$ cat src/rtl/nios2_fp_mult_pkg.sv
// Shared definitions for the Nios II M-stage pipelined multiplier:
// op encodings, default widths and the signed high-half correction term.
package nios2_fp_mult_pkg;

  localparam int unsigned DEF_DATA_W = 32;
  localparam int unsigned DEF_PART_W = 16;
  localparam int unsigned MAX_W      = 128;

  typedef enum logic [1:0] {
    MUL_LO = 2'b00,
    MULXUU = 2'b01,
    MULXSU = 2'b10,
    MULXSS = 2'b11
  } mul_op_e;

  // Turns the unsigned high half into the signed one: subtract B when A is
  // negative and A when B is negative (mod 2^w). Operands are zero-extended to MAX_W.
  function automatic logic [MAX_W-1:0] hi_correction(input logic [MAX_W-1:0] a,
                                                     input logic [MAX_W-1:0] b,
                                                     input mul_op_e          op,
                                                     input int unsigned      w);
    logic [MAX_W-1:0] a_top;
    logic [MAX_W-1:0] b_top;
    logic             sign_a;
    logic             sign_b;
    a_top  = a >> (w - 1);
    b_top  = b >> (w - 1);
    sign_a = a_top[0] & op[1];
    sign_b = b_top[0] & (op == MULXSS);
    return (sign_a ? b : '0) + (sign_b ? a : '0);
  endfunction

endpackage

$ cat src/rtl/nios2_fp_mult_slice.sv
// Registered PART_W x PART_W unsigned multiplier with enable and async clear;
// one instance per slice-pair so each maps onto a DSP block.
module nios2_fp_mult_slice
  import nios2_fp_mult_pkg::*;
#(
  parameter int unsigned PART_W = DEF_PART_W
) (
  input  logic                  clk,
  input  logic                  rst,
  input  logic                  en,
  input  logic [PART_W-1:0]     a,
  input  logic [PART_W-1:0]     b,
  output logic [2*PART_W-1:0]   p
);

  logic [2*PART_W-1:0] a_ext;
  logic [2*PART_W-1:0] b_ext;

  assign a_ext = {{PART_W{1'b0}}, a};
  assign b_ext = {{PART_W{1'b0}}, b};

  always_ff @(posedge clk or posedge rst) begin
    if (rst) begin
      p <= '0;
    end else if (en) begin
      p <= a_ext * b_ext;
    end
  end

endmodule

$ cat src/rtl/nios2_fp_cpu_mult_pipe.sv
// Three-stage pipelined integer multiplier (MUL / MULXUU / MULXSU / MULXSS)
// with global stall enable and synchronous flush of in-flight operations.
module nios2_fp_cpu_mult_pipe
  import nios2_fp_mult_pkg::*;
#(
  parameter int unsigned DATA_W = DEF_DATA_W,
  parameter int unsigned PART_W = DEF_PART_W
) (
  input  logic              clk,
  input  logic              reset,
  input  logic              mul_en,
  input  logic              mul_flush,
  input  logic              in_valid,
  input  logic [DATA_W-1:0] mul_src1,
  input  logic [DATA_W-1:0] mul_src2,
  input  logic [1:0]        mul_op,
  output logic              out_valid,
  output logic [DATA_W-1:0] mul_result,
  output logic              busy
);

  localparam int unsigned N      = DATA_W / PART_W;
  localparam int unsigned PP_W   = 2 * PART_W;
  localparam int unsigned PROD_W = 2 * DATA_W;

  if (((DATA_W % PART_W) != 0) || (DATA_W > MAX_W)) begin : g_bad_width
    $error("nios2_fp_cpu_mult_pipe: DATA_W must be a multiple of PART_W and at most MAX_W");
  end

  logic              s1_valid;
  logic              s2_valid;
  logic              s3_valid;
  logic [DATA_W-1:0] s1_a;
  logic [DATA_W-1:0] s1_b;
  mul_op_e           s1_op;
  mul_op_e           s2_op;
  logic [DATA_W-1:0] s2_c;
  logic [PP_W-1:0]   pp [N*N];
  logic [MAX_W-1:0]  c_full;
  logic [PROD_W-1:0] term;
  logic [PROD_W-1:0] u_sum;
  logic [DATA_W-1:0] res_next;

  always_ff @(posedge clk or posedge reset) begin
    if (reset) begin
      s1_valid <= 1'b0;
      s2_valid <= 1'b0;
      s3_valid <= 1'b0;
    end else if (mul_flush) begin
      s1_valid <= 1'b0;
      s2_valid <= 1'b0;
      s3_valid <= 1'b0;
    end else if (mul_en) begin
      s1_valid <= in_valid;
      s2_valid <= s1_valid;
      s3_valid <= s2_valid;
    end
  end

  // S1: operand capture
  always_ff @(posedge clk or posedge reset) begin
    if (reset) begin
      s1_a  <= '0;
      s1_b  <= '0;
      s1_op <= MUL_LO;
    end else if (mul_en) begin
      s1_a  <= mul_src1;
      s1_b  <= mul_src2;
      s1_op <= mul_op_e'(mul_op);
    end
  end

  // S2: slice products plus the signed correction term
  for (genvar i = 0; i < N; i++) begin : g_row
    for (genvar j = 0; j < N; j++) begin : g_col
      nios2_fp_mult_slice #(
        .PART_W (PART_W)
      ) u_slice (
        .clk (clk),
        .rst (reset),
        .en  (mul_en),
        .a   (s1_a[i*PART_W +: PART_W]),
        .b   (s1_b[j*PART_W +: PART_W]),
        .p   (pp[i*N+j])
      );
    end
  end

  assign c_full = hi_correction(MAX_W'(s1_a), MAX_W'(s1_b), s1_op, DATA_W);

  always_ff @(posedge clk or posedge reset) begin
    if (reset) begin
      s2_op <= MUL_LO;
      s2_c  <= '0;
    end else if (mul_en) begin
      s2_op <= s1_op;
      s2_c  <= c_full[DATA_W-1:0];
    end
  end

  // S3: recombine the slice products and select the requested half
  always_comb begin
    term  = '0;
    u_sum = '0;
    for (int unsigned i = 0; i < N; i++) begin
      for (int unsigned j = 0; j < N; j++) begin
        term             = '0;
        term[PP_W-1:0]   = pp[i*N+j];
        u_sum            = u_sum + (term << (PART_W * (i + j)));
      end
    end
    if (s2_op == MUL_LO) begin
      res_next = u_sum[DATA_W-1:0];
    end else begin
      res_next = u_sum[PROD_W-1:DATA_W] - s2_c;
    end
  end

  // Result only moves when a live op lands in S3, so it holds after out_valid drops
  always_ff @(posedge clk or posedge reset) begin
    if (reset) begin
      mul_result <= '0;
    end else if (mul_en && s2_valid && !mul_flush) begin
      mul_result <= res_next;
    end
  end

  assign out_valid = s3_valid;
  assign busy      = s1_valid | s2_valid | s3_valid;

endmodule

$ cat config.mk
export PLATFORM = sky130hd
export DESIGN_NAME = nios2_fp_cpu_mult_pipe
export DESIGN_NICKNAME = d
export VERILOG_FILES = /design/src/rtl/nios2_fp_mult_pkg.sv /design/src/rtl/nios2_fp_mult_slice.sv /design/src/rtl/nios2_fp_cpu_mult_pipe.sv
export SDC_FILE = /design/constraint.sdc
export NUM_CORES = 2
export LEC_CHECK = 0
export BUFFER_PORTS_ARGS = -buffer_cell sky130_fd_sc_hd__buf_2
export CAP_MARGIN = 25
export CORE_ASPECT_RATIO = 0.6
export CORE_MARGIN = 10
export CORE_UTILIZATION = 55
export DETAILED_ROUTE_END_ITERATION = 8
export PLACE_DENSITY = 0.74
export SYNTH_ARGS = -nofsm -noshare
export SYNTH_HDL_FRONTEND = slang
export SYNTH_SLANG_ARGS = --single-unit
$ cat constraint.sdc
create_clock -name clk -period 8.4 [get_ports clk]
set_clock_uncertainty 0.05 [all_clocks]
set_input_delay 1.68 -clock clk [delete_from_list [all_inputs] [get_ports clk]]
set_output_delay 1.68 -clock clk [all_outputs]
set_load 0.01 [all_outputs]
==> run metrics <==
status finished clean; post-synthesis adder-cell area fraction 45.6%; Bufs on Longest Clock Path 3; R2R depth 22; H-Tree Depth 1; layout filler cell count slightly below 8000; Clock transition at path regs 80 ps; met3 Use GR under 10%; worst slew pin tran 1170 ps; dpl cells 6612; post-synth top area cell fa_1; starting density of the core 55.4%; Detailed Route Iter0 Violations 3397; Via density about 5.8; GPL Wtd Cong between 0.9 and 1; Top Usage Layer GRT met2; Synth top area share about a third; Die Wd 408 µm; synthesized cell area a little under 50000 µm²; part of the cycle the worst path needs 86.2%; min-delay src mul_result[15]; io pins ~110; mux cell area share after synthesis under 10%; Die ar. 103000 µm²; share of layout cells above drive strength 1 roughly 8.5%; Area Overhead vs Synth 6.16%; Max Fclk approximately 140 MHz; main combinational cell family by area after synthesis adder cells; min-delay worst type reg -> reg; hpwl dp approximately 110000 µm; Post-synth ARST share between 90% and 100%; vias in the first global route 39604; Net count, final 6819; Mapped Cells 5446; Worst Path Max Fanout 17; post-layout minimum cycle time slightly above 7000 ps; kind of critical path reg -> reg; Post-Layout Cell Count between 6000 and 7000; CTS root buf clkbuf_16; met2 Resource Use GR 41.9%; simple-gate share of the synthesized area approximately 15%; post-route ant nets 0; synthesized area per cell roughly 9 µm²; post-CTS setup buffers 0; gr ovfl total 0; r2r startpoint s1_a[6]; RSZ-0062 raised after global routing false; DRC errors left 0; routed via count around 38000; Worst Path Required approximately 8900 ps; Hold EP mul_result[15]; max_cap viols 0; dominant synthesized flop cell dfrtp_1; grt met1 use about two fifths; CP Launch Type register; Compound-Gate Fraction of Synth Area 8.73%; overall routing resource usage between 20 and 30%; syn_nets between 6000 and 7000; Synthesis Warnings 0; first-pass GRT wire length approximately 230000 µm; Hold Fails Final Rpt 0; internal reg-to-reg setup slack between 1000 and 1500 ps; Distinct cells, synth 70; DRT Pass-1 Iters 5; Seq cells post-synth 263; drt wl/cell between 20 and 25 µm; Clock Latency Late Sink 640 ps; IO buf count between 100 and 150; number of CTS-inserted buffers 30; Seq/Total Area, Yosys a little over an eighth; setup_tns 0 ps; WP data arrival ~7700 ps; Reg2Reg Capture Point g_row[0].g_col[1].u_slice.p[29]; chip height ~250 µm; CTS sink cnt 263; endpoint class of the critical path register; CTS tree built; DRT Wirelength ~140000 µm; most frequent cells in the layout inv_1 (1013), fa_1 (811), nand2_1 (688), and2_1 (512), ha_1 (510); XOR/XNOR Fraction of Synth Area ~3.5%; Hold-fix buffers, CTS 0; largest net degree at the start of global routing 143; CTS resizes 0; Rows 85; commonest non-fill, non-tap cell in the layout inv_1; core box area around 90000 µm²; number of flops mapped to enable cells by yosys 0; worst rel slew slack between 20 and 25%; hold path depth 2; max-slew violations 0; WHS around 420 ps; # setup viols final 0; synth top area cells fa_1 (33%), dfrtp_1 (13%), ha_1 (13%); initial antenna violation count 13
## cells in the mapped netlist (5+ instances only)
| cell type | instances |
|---|---|
| a211o_1 | 14 |
| nand3_1 | 40 |
| xnor2_1 | 128 |
| a311oi_1 | 6 |
| nor3b_1 | 7 |
| a311o_1 | 6 |
| and3_1 | 54 |
| mux2i_1 | 10 |
| a31oi_1 | 24 |
| nor3_1 | 25 |
| clkbuf_1 | 246 |
| a31o_2 | 7 |
| o21a_1 | 21 |
| fa_1 | 811 |
| a22oi_1 | 6 |
| mux2_2 | 166 |
| nor2b_1 | 14 |
| o31ai_1 | 10 |
| or2_2 | 12 |
| nand4_1 | 14 |
| o21bai_1 | 30 |
| dfrtp_1 | 263 |
| o2111ai_1 | 8 |
| nand2b_1 | 18 |
| a211oi_1 | 17 |
| ha_1 | 510 |
| a21oi_1 | 201 |
| o211ai_1 | 13 |
| o21ai_0 | 132 |
| nor4_1 | 5 |
| nand2_1 | 688 |
| a21o_1 | 116 |
| inv_1 | 1014 |
| o22ai_1 | 5 |
| nor2_1 | 132 |
| buf_1 | 10 |
| xor2_1 | 69 |
| a21boi_0 | 8 |
| or3_1 | 15 |
| and2_1 | 512 |
## state kept, by name, summed over array words and instances (netlist names)
register / count
s2_c: 32
s1_b: 32
g_row.g_col.u_slice.p: 128
s1_valid: 1
s1_a: 32
out_valid: 1
s2_valid: 1
mul_result: 32
s2_op: 2
s1_op: 2
## cells by family (layout without fill, tap and decap cells)
logic type / count (synthesis) / in the layout
fa+ha+maj: 1321 / 1321
mux: 176 / 176
flops: 263 / 263
other cells: 0 / 8
xor+xnor: 197 / 197
buf+inv: 1270 / 1275
compound gates: 670 / 670
simple gates: 1549 / 1549
## area by class of cell
cell class	instances	area [µm²]	area share (%)
inverters	1014	3810	7.24
clock buffers	35	790	1.50
repair buffers	205	1400	2.66
multi-input cells	3913	38200	72.6
diodes	8	20.0	0.0380
well taps	1218	1520	2.90
flip-flops and latches	263	6590	12.5
clock inverters	21	265	0.504
## per-stage QoR
step                      instance area [µm²]  setup slack (ps)  utilization, %
after floorplan                         49600              2080               -
after detailed placement                51500              1360            57.5
final                                   52600              1160            58.8
after global placement                  51500              1310            57.5
after global routing                    52600               854            58.8
after CTS                               52600              1280            58.7
## worst max path at each step
| stage | slack [ps] | end | from |
|---|---|---|---|
| CTS | 1280 | g_row[0].g_col[1].u_slice.p[29] | s1_a[6] |
| global placement | 1310 | g_row[0].g_col[0].u_slice.p[30] | s1_a[5] |
| floorplan | 2080 | g_row[0].g_col[0].u_slice.p[30] | s1_b[1] |
| detailed placement | 1360 | g_row[0].g_col[0].u_slice.p[30] | s1_b[5] |
| global route | 850 | g_row[0].g_col[0].u_slice.p[30] | s1_b[5] |
| finish | 1160 | g_row[0].g_col[1].u_slice.p[29] | s1_a[6] |
## worst max-delay path, stage by stage, from the launching register on
cell and delay, ps:
dfrtp_1 820, buf_4 340, buf_4 240, nand2_1 100, fa_1 590, inv_1 60
fa_1 550, fa_1 430, fa_1 470, fa_1 490, inv_1 50, fa_1 510
inv_1 110, ha_1 380, a21o_1 210, a21o_1 170, a21oi_1 250, a31oi_1 180
o21a_1 310, a211o_1 280, a21oi_1 200, xnor2_1 80, mux2_2 260
## metal layers
layer  vias up  share of wire, %
met2      1921                43
met3       293                11
met5         -             0.015
met4         4               3.6
met1     19301                42
li1      16956                 -
Power is left out: the tool's default activity adds up to more than one toggle a clock period on the data nets, which glitch-free logic cannot reach.
